`config.mk`:
```
export PLATFORM = sky130hd
export DESIGN_NAME = nibble_serial_accumulator
export DESIGN_NICKNAME = d
export VERILOG_FILES = /design/src/rtl/nibble_serial_accumulator.sv
export SDC_FILE = /design/constraint.sdc
export NUM_CORES = 1
export LEC_CHECK = 0
export CORE_MARGIN = 2
export CORE_UTILIZATION = 40
export DETAILED_ROUTE_END_ITERATION = 16
export GPL_TIMING_DRIVEN = 0
export PLACE_DENSITY = 0.65
export SLEW_MARGIN = 10
export SYNTH_ARGS = -nofsm -noshare
export SYNTH_HDL_FRONTEND = slang
export SYNTH_SLANG_ARGS = --single-unit
```
`constraint.sdc`:
```
create_clock -name clk -period 2.68 [get_ports clk]
set_input_delay 0.402 -clock clk [delete_from_list [all_inputs] [get_ports clk]]
set_output_delay 0.402 -clock clk [all_outputs]
set_load 0.03 [all_outputs]
```
`src/rtl/nibble_serial_accumulator.sv`:
```
// nibble_serial_accumulator: adds a 4-bit operand into an ACC_W-bit accumulator one nibble per cycle
// Ports:
//   clk, rst_n            clock and asynchronous active-low reset
//   in_valid/in_ready     operand handshake; in_data is the operand, in_clr zeroes acc and ovf first
//   out_valid/out_ready   result handshake; acc and ovf are held while out_valid is waiting
//   acc                   accumulated sum, wraps modulo 2^ACC_W
//   ovf                   sticky wrap-around flag
module nibble_serial_accumulator #(
  parameter int ACC_W = 8
) (
  input  logic             clk,
  input  logic             rst_n,
  input  logic             in_valid,
  output logic             in_ready,
  input  logic [3:0]       in_data,
  input  logic             in_clr,
  output logic             out_valid,
  input  logic             out_ready,
  output logic [ACC_W-1:0] acc,
  output logic             ovf
);
  localparam int N = ACC_W / 4;
  localparam int KW = $clog2(N);
  localparam logic [KW-1:0] K_LAST = KW'(N - 1);
  typedef enum logic [1:0] {IDLE, ADD, DONE} state_t;
  state_t state, state_nxt;
  logic [KW-1:0] k;
  logic [3:0] b;
  logic [4:0] sum;
  logic carry, armed, accept, last;
  always_comb begin
    in_ready = state == IDLE && rst_n;
    out_valid = state == DONE;
    // armed blocks acceptance on the first edge after reset release
    accept = in_valid && in_ready && armed;
    last = k == K_LAST;
    // only nibble 0 receives the operand; higher nibbles just absorb the carry
    sum = {1'b0, acc[{k, 2'b00} +: 4]} + {1'b0, k == '0 ? b : 4'h0} + 5'(carry);
    state_nxt = state == IDLE ? (accept ? ADD : IDLE) :
                state == ADD  ? (last ? DONE : ADD) :
                                (out_ready ? IDLE : DONE);
  end
  always_ff @(posedge clk or negedge rst_n)
    if (!rst_n) state <= IDLE;
    else state <= state_nxt;
  always_ff @(posedge clk or negedge rst_n) begin
    if (!rst_n) begin
      acc <= '0;
      ovf <= 1'b0;
      carry <= 1'b0;
      k <= '0;
      b <= '0;
      armed <= 1'b0;
    end else begin
      armed <= 1'b1;
      if (accept) begin
        b <= in_data;
        k <= '0;
        carry <= 1'b0;
        if (in_clr) begin
          acc <= '0;
          ovf <= 1'b0;
        end
      end else if (state == ADD) begin
        acc[{k, 2'b00} +: 4] <= sum[3:0];
        carry <= sum[4];
        k <= k + KW'(1);
        if (last && sum[4]) ovf <= 1'b1;
      end
    end
  end
endmodule

```
==> results of run 1 <==
report_power, final:
part | internal (uW) | leakage, uW | switching, uW
Combinational | 364 | 0.000279 | 458
Sequential | 380 | 0.000229 | 79.9
Clock | 83.0 | 0.0000210 | 91.5
Total | 827 | 0.000530 | 630
cell families (layout without fill, tap and decap cells):
kind of cell               Yosys count  after routing  share of synthesized area (%)
and+or+nand+nor                     28             28                           18.0
DFF                                 18             18                           47.3
adders and majority gates            5              5                           8.15
AOI/OAI and AO/OA                   18             18                           12.2
muxes                                8              8                           9.33
buffers and inverters                9             32                           3.68
xor gates and xnor gates             1              1                          0.920
other                                1              1                          0.394
Yosys cell counts (2+ instances only):
library cell | count | area [um^2]
ha_1 | 3 | 37.5
nand2b_1 | 2 | 12.5
nand4_1 | 2 | 12.5
o211ai_1 | 2 | 15.0
nand2_1 | 11 | 41.3
dfrtp_1 | 18 | 450
a21oi_1 | 2 | 10.0
nand3b_1 | 2 | 15.0
nor2b_1 | 3 | 18.8
o22ai_1 | 7 | 43.8
a211o_1 | 2 | 17.5
o21ai_0 | 3 | 15.0
mux2_2 | 7 | 78.8
nor2_1 | 2 | 7.51
fa_1 | 2 | 40.0
inv_1 | 7 | 26.3
registers in the layout (all words and copies together), names as in the netlist:
register / flops
state: 2
carry: 1
b: 4
ovf: 1
k: 1
armed: 1
acc: 8
worst paths after layout:
| path | startpoint | endpoint | cells after the start |
|---|---|---|---|
| worst min register to register | b[3] | b[3] | 1 |
| worst max register to register | k | ovf | 8 |
| worst min-delay path | rst_n | armed | 1 |
| max in group asynchronous | rst_n | acc[1] | 1 |
| min in group clk | b[3] | b[3] | 1 |
| worst max-delay path | rst_n | in_ready | 4 |
metrics by stage:
stage / area [um^2] / util (%) / hold slack [ns] / setup slack, ns / power, uW
6_report: 1210 / 54.4 / 0.115 / 0.187 / 1460
5_1_grt: 1210 / 54.4 / 0.142 / 0.0569 / 1590
4_1_cts: 1210 / 54.4 / 0.134 / 0.140 / 1470
3_5_place_dp: 1180 / 52.7 / 0.490 / -0.442 / 1290
3_3_place_gp: 1180 / 52.7 / 0.483 / -0.410 / 1260
2_1_floorplan: 952 / - / 0.106 / 0.573 / 1040
worst register-to-register path, stage by stage, from the launching register on:
cell and delay (ns):
dfrtp_1 0.39, clkbuf_1 0.41, mux2i_1 0.30, fa_1 0.22, inv_1 0.06, fa_1 0.40, a21o_1 0.20, a21oi_1 0.23
a211oi_1 0.11
layer usage:
| layer | vias to the layer above | global-route usage [%] |
|---|---|---|
| li1 | 361 | - |
| met3 | 5 | 2.57 |
| met4 | 0 | 11.5 |
| met2 | 13 | 26.7 |
| met5 | - | 0 |
| met1 | 334 | 19.2 |
what timing repair did:
action                     CTS  global route
resized for setup            3             0
setup endpoints to repair    1             0
buffers inserted             0             0
area by class of cell:
class	count	area, um^2
buffer	2	8.76
clock buffer	4	36.3
fill	214	1020
inverter	7	26.3
multi-input combinational	61	467
sequential	18	450
tap	28	35.0
timing repair buffer	19	191
==> impl_metrics.tcl, run 1 <==
set metrics [dict create \
    routabilityCongestion 0.765 \
    power.density_mw_per_mm2 1200 \
    ir_worst_vdd_mv 0.592 \
    grt_overflow 0 \
    die_area_mm2 0.00279 \
    cts_tree "done" \
    dr.pass1.iters 4 \
    fmax_ghz 0.401 \
    cts_htree_levels 1 \
    finalHoldViolCount 0 \
    clk_pin_slew_ns 0.11 \
    ys_ff_latch 18 \
    r2r_slack_ns 0.25 \
    finalCriticalPeriod_ns 2.49 \
    synth_cell_types 29 \
    rsz0062_at_grt "false" \
    max_stage_delay_ns 0.66 \
    critPathTopFamily "buffers and inverters" \
    start_kind "input port" \
    critPathCaptureType "primary output" \
    start_util_pct 42.6 \
    synthToLayoutAreaGrowth_pct 27.6 \
    grt_pass1_wl_mm 3.22 \
    finalMaxSlewViolations 0 \
    wirelength_mm 1.79 \
    final.setup.tns_ns 0 \
    core-area_mm2 0.00223 \
    drc 0 \
    path_max_fanout 19 \
    cp.arrival_ns 2.09 \
    fin_nets 126 \
    syn_area_um2 952 \
    fin_cells 139 \
    worstPathRequired_ns 2.28 \
    ctsHoldBuffers 0 \
    diodes 0 \
    grt.total_usage_pct 16.3 \
    path_class "input port to primary output" \
    routed-wl-met3_um 52 \
    cts_buffers 3 \
    synth_ff_type "dfrtp_1" \
    synth_fp_nets 102 \
    maxCapViolCount 0 \
    antenna_found_initial 0 \
    clkSinkCount 18 \
    yosys_warnings 0 \
    die_y_um 52.8 \
    final-setup-viol-count 0 \
    synth_area_per_cell_um2 10.8 \
    wl_per_cell_um 12.9 \
    clkLatencyLatePin_ns 0.31 \
    worstPathCellList "clkdlybuf4s15_2 > or3b_4 > inv_1 > clkdlybuf4s50_1" \
    vias 713 \
    drive_gt1_share_pct 14.4 \
    hpwl_mm 1.32 \
    port_buffers 19 \
    ant_nets 0 \
    fin_worst_skew_ns 0.0117 \
    root_buffer "clkbuf_4" \
    synth-edff-count 0 \
    clock_path_buffers 2 \
    rows 17 \
    grt_pass1_vias 736 \
    finalCritPeriodShare_pct 93.0 \
    fp.dieW_um 52.8 \
    leakage_uw 0.000530 \
    design.portCount 20 \
    met1_length_um 833 \
    grt_max_degree 20 \
    final_cell_mix "dfrtp_1, clkdlybuf4s50_1, nand2_1" \
    post_drt_via_cell_ratio 5.13 \
    first_iter_violations 7 \
    hold_path_class "input port to asynchronous set/reset pin" \
    wl_met2_um 865 \
    async_reset_ff_share_pct 100 \
    postSynthCellCount 88 \
    dp.cells 135 \
    highest_layer "met4" \
    status "completed" \
    cp_num_buf_inv 3 \
    ys_seq_area_share_pct 47.3 \
    cpMaxStageDelayCell "clkdlybuf4s50_1" \
]
(Power assumes the default switching activity.)
==> run 2: changes to the inputs <==
Settings changed: ABC_AREA set to 1, CORE_MARGIN 2 to not set, SKIP_LAST_GASP set to 1.
==> run 2 against run 1 <==
Effect of this change:
- clock-buffer cell count decreased by 1
- largest power group unchanged
- utilization down 0.78 points
- area after synthesis down 0.92%
- die area is 8.3% lower
- combinational power up 13%
- clock skew shrank 0.011 ns
- final area down 2.4%
- power is 4.1% higher
- critical path depth down 1
==> impl_metrics.tcl, run 2 <==
set metrics [dict create \
    status "completed" \
    rsz0062_at_grt "false" \
    power.total_uw 1520 \
    r2r_slack_ns 0.69 \
    worstPathRequired_ns 2.28 \
    antenna_found_initial 0 \
    final_common_cell "nand2_1" \
    dr.pass1.iters 4 \
    die_area_mm2 0.00256 \
    final-setup-viol-count 0 \
    grt_pass1_wl_mm 3.49 \
    synth_xor_area_share_pct 0.928 \
    finalCriticalPeriod_ns 2.24 \
    hpwl_mm 1.46 \
    drc 0 \
    final_cell_mix "nand2_1, dfrtp_1, clkdlybuf4s50_1" \
    synth_common_cells "nand2_1, dfrtp_1, nand3_1" \
    clkLatencyLatePin_ns 0.28 \
    cts_htree_levels 1 \
    design.portCount 20 \
    synth-edff-count 0 \
    ys_seq_area_share_pct 47.7 \
    cts.repair.resized 2 \
    grt_max_degree 22 \
    ctsHoldBuffers 0 \
    grt_use_met3_pct 2.73 \
    grt_overflow 0 \
    wl_per_cell_um 11.9 \
    busiest_layer "met2" \
    final_area_mm2 0.00119 \
    synth_area_per_cell_um2 8.50 \
    yosys.area_share.simple_pct 30.2 \
    cts_tree "done" \
    finalCritPeriodShare_pct 83.6 \
    critPathTopFamily "buffers and inverters" \
    synth_top_family_by_area "simple AND/OR/NAND/NOR gates" \
    placed_area_mm2 0.00117 \
    clkSinkCount 18 \
    path_class "input port to primary output" \
    cpMaxStageDelayCell "clkdlybuf4s50_1" \
    synth_compound_area_share_pct 5.04 \
    ant_nets 0 \
    path_max_fanout 21 \
    cts_setup_buffers 0 \
    diodes 0 \
    met1_usage_pct 26.2 \
    yosysTopAreaCell "dfrtp_1" \
    finalMaxSlewViolations 0 \
    synth_cell_types 19 \
    synth-adder-area-share_pct 8.22 \
    die_y_um 50.6 \
    postSynthCellCount 111 \
    relSlewSlack_pct 66.1 \
    fin_nets 149 \
    critPathCapture "in_ready" \
    top_regs "acc: 8 flops, b: 4 flops, state: 2 flops" \
    cts_buffers 3 \
    core-area_mm2 0.00221 \
    power.density_mw_per_mm2 1280 \
    r2r_end "acc[1]" \
    cp.arrival_ns 1.84 \
    routabilityCongestion 0.905 \
    wirelength_mm 1.92 \
    maxCapViolCount 0 \
    r2r.worst_path.cells 8 \
    ir_worst_vdd_mv 0.692 \
    r2r_start "k" \
    clock_path_buffers 2 \
    vias 779 \
    final.setup.tns_ns 0 \
    synthToLayoutAreaGrowth_pct 25.7 \
    port_buffers 19 \
    fin_cells 161 \
    grt_use_met2_pct 28.0 \
    rows 17 \
    first_iter_violations 9 \
    fp.dieW_um 50.6 \
    start_util_pct 42.6 \
    muxShareOfSynthArea_pct 1.06 \
    root_buffer "clkbuf_4" \
    drive_gt1_share_pct 7.52 \
    leakage_uw 0.000610 \
    synth_fp_nets 125 \
    post_drt_via_cell_ratio 4.84 \
    synth_ff_type "dfrtp_1" \
    largest_reg_flops 8 \
    max_stage_delay_ns 0.72 \
    syn_area_um2 943 \
    worst-path-stages 3 \
    fin_worst_skew_ns 0.000782 \
    yosys_warnings 0 \
    grt.total_usage_pct 18.8 \
    async_reset_ff_share_pct 100 \
    critPathCaptureType "primary output" \
    worstPathCellList "clkbuf_2 > nor3b_1 > clkdlybuf4s50_1" \
    hold_path_class "input port to asynchronous set/reset pin" \
    synth.area.top_cells "dfrtp_1, nand2_1, nand3_1" \
    ys_ff_latch 18 \
    clk_pin_slew_ns 0.09 \
    synth_top_area_share_pct 47.7 \
    grt_pass1_vias 777 \
    finalHoldViolCount 0 \
    yosysMostFrequentCell "nand2_1" \
    final_util_pct 53.6 \
    largest_register "acc" \
    fmax_ghz 0.446 \
    tightest_slew_ns 0.509 \
    dp.cells 158 \
    start_kind "input port" \
    startpoint "rst_n" \
    cp_num_buf_inv 2 \
]
## run 2: changes by cell type after synthesis, moves of 5 or more
| cell | change |
|---|---|
| mux2_2 | -7 |
| nand3_1 | +15 |
| nor2_1 | +6 |
| o22ai_1 | -7 |
| nand2_1 | +23 |
| inv_1 | +5 |
## run 2: cell type report
| type | count | area (um^2) |
|---|---|---|
| Tap cell | 28 | 35.0 |
| Buffer | 1 | 11.3 |
| Sequential cell | 18 | 450 |
| Timing Repair Buffer | 19 | 185 |
| Inverter | 13 | 48.8 |
| Clock buffer | 3 | 22.5 |
| Multi-Input combinational cell | 79 | 433 |
| Fill cell | 219 | 1030 |
## run 2: cell families after synthesis
group	count (synthesis)
compound gates	9
xor+xnor	1
fa+ha+maj	5
buf+inv	14
flops	18
mux	1
other cells	1
simple gates	62
## run 2: power breakdown
part | switching [uW] | internal (uW) | leakage, uW
clock | 76.7 | 52.2 | 0.0000138
sequential | 67.4 | 388 | 0.000224
combinational | 576 | 356 | 0.000373
## run 2: per-stage QoR
step,worst slack [ns],hold WS [ns]
2_1_floorplan,0.877,0.106
3_3_place_gp,-0.296,0.486
3_5_place_dp,-0.303,0.481
4_1_cts,0.00153,0.342
5_1_grt,0.264,0.0956
6_report,0.440,0.0665
## run 2: worst reg2reg max path: stages (launching register included)
cell     delay [ns]
dfrtp_1        0.39
buf_6          0.15
inv_1          0.21
nand2_1        0.11
fa_1           0.37
inv_1          0.09
fa_1           0.44
nand2_1        0.09
nand2_1        0.05
## run 2: how the worst min path moves through the flow
stage	slack [ns]	start	to	depth (start not counted)
finish	0.07	rst_n	ovf	1
detailed placement	0.48	b[0]	b[0]	2
global placement	0.49	b[0]	b[0]	2
CTS	0.34	rst_n	ovf	1
floorplan	0.11	rst_n	acc[0]	0
global route	0.1	rst_n	acc[4]	1
## run 2: layer usage
layer / part of all wire [%] / vias up
li1: - / 393
met1: 45 / 367
met2: 50 / 17
met3: 4.3 / 2
met4: 0.89 / 0
met5: 0 / -
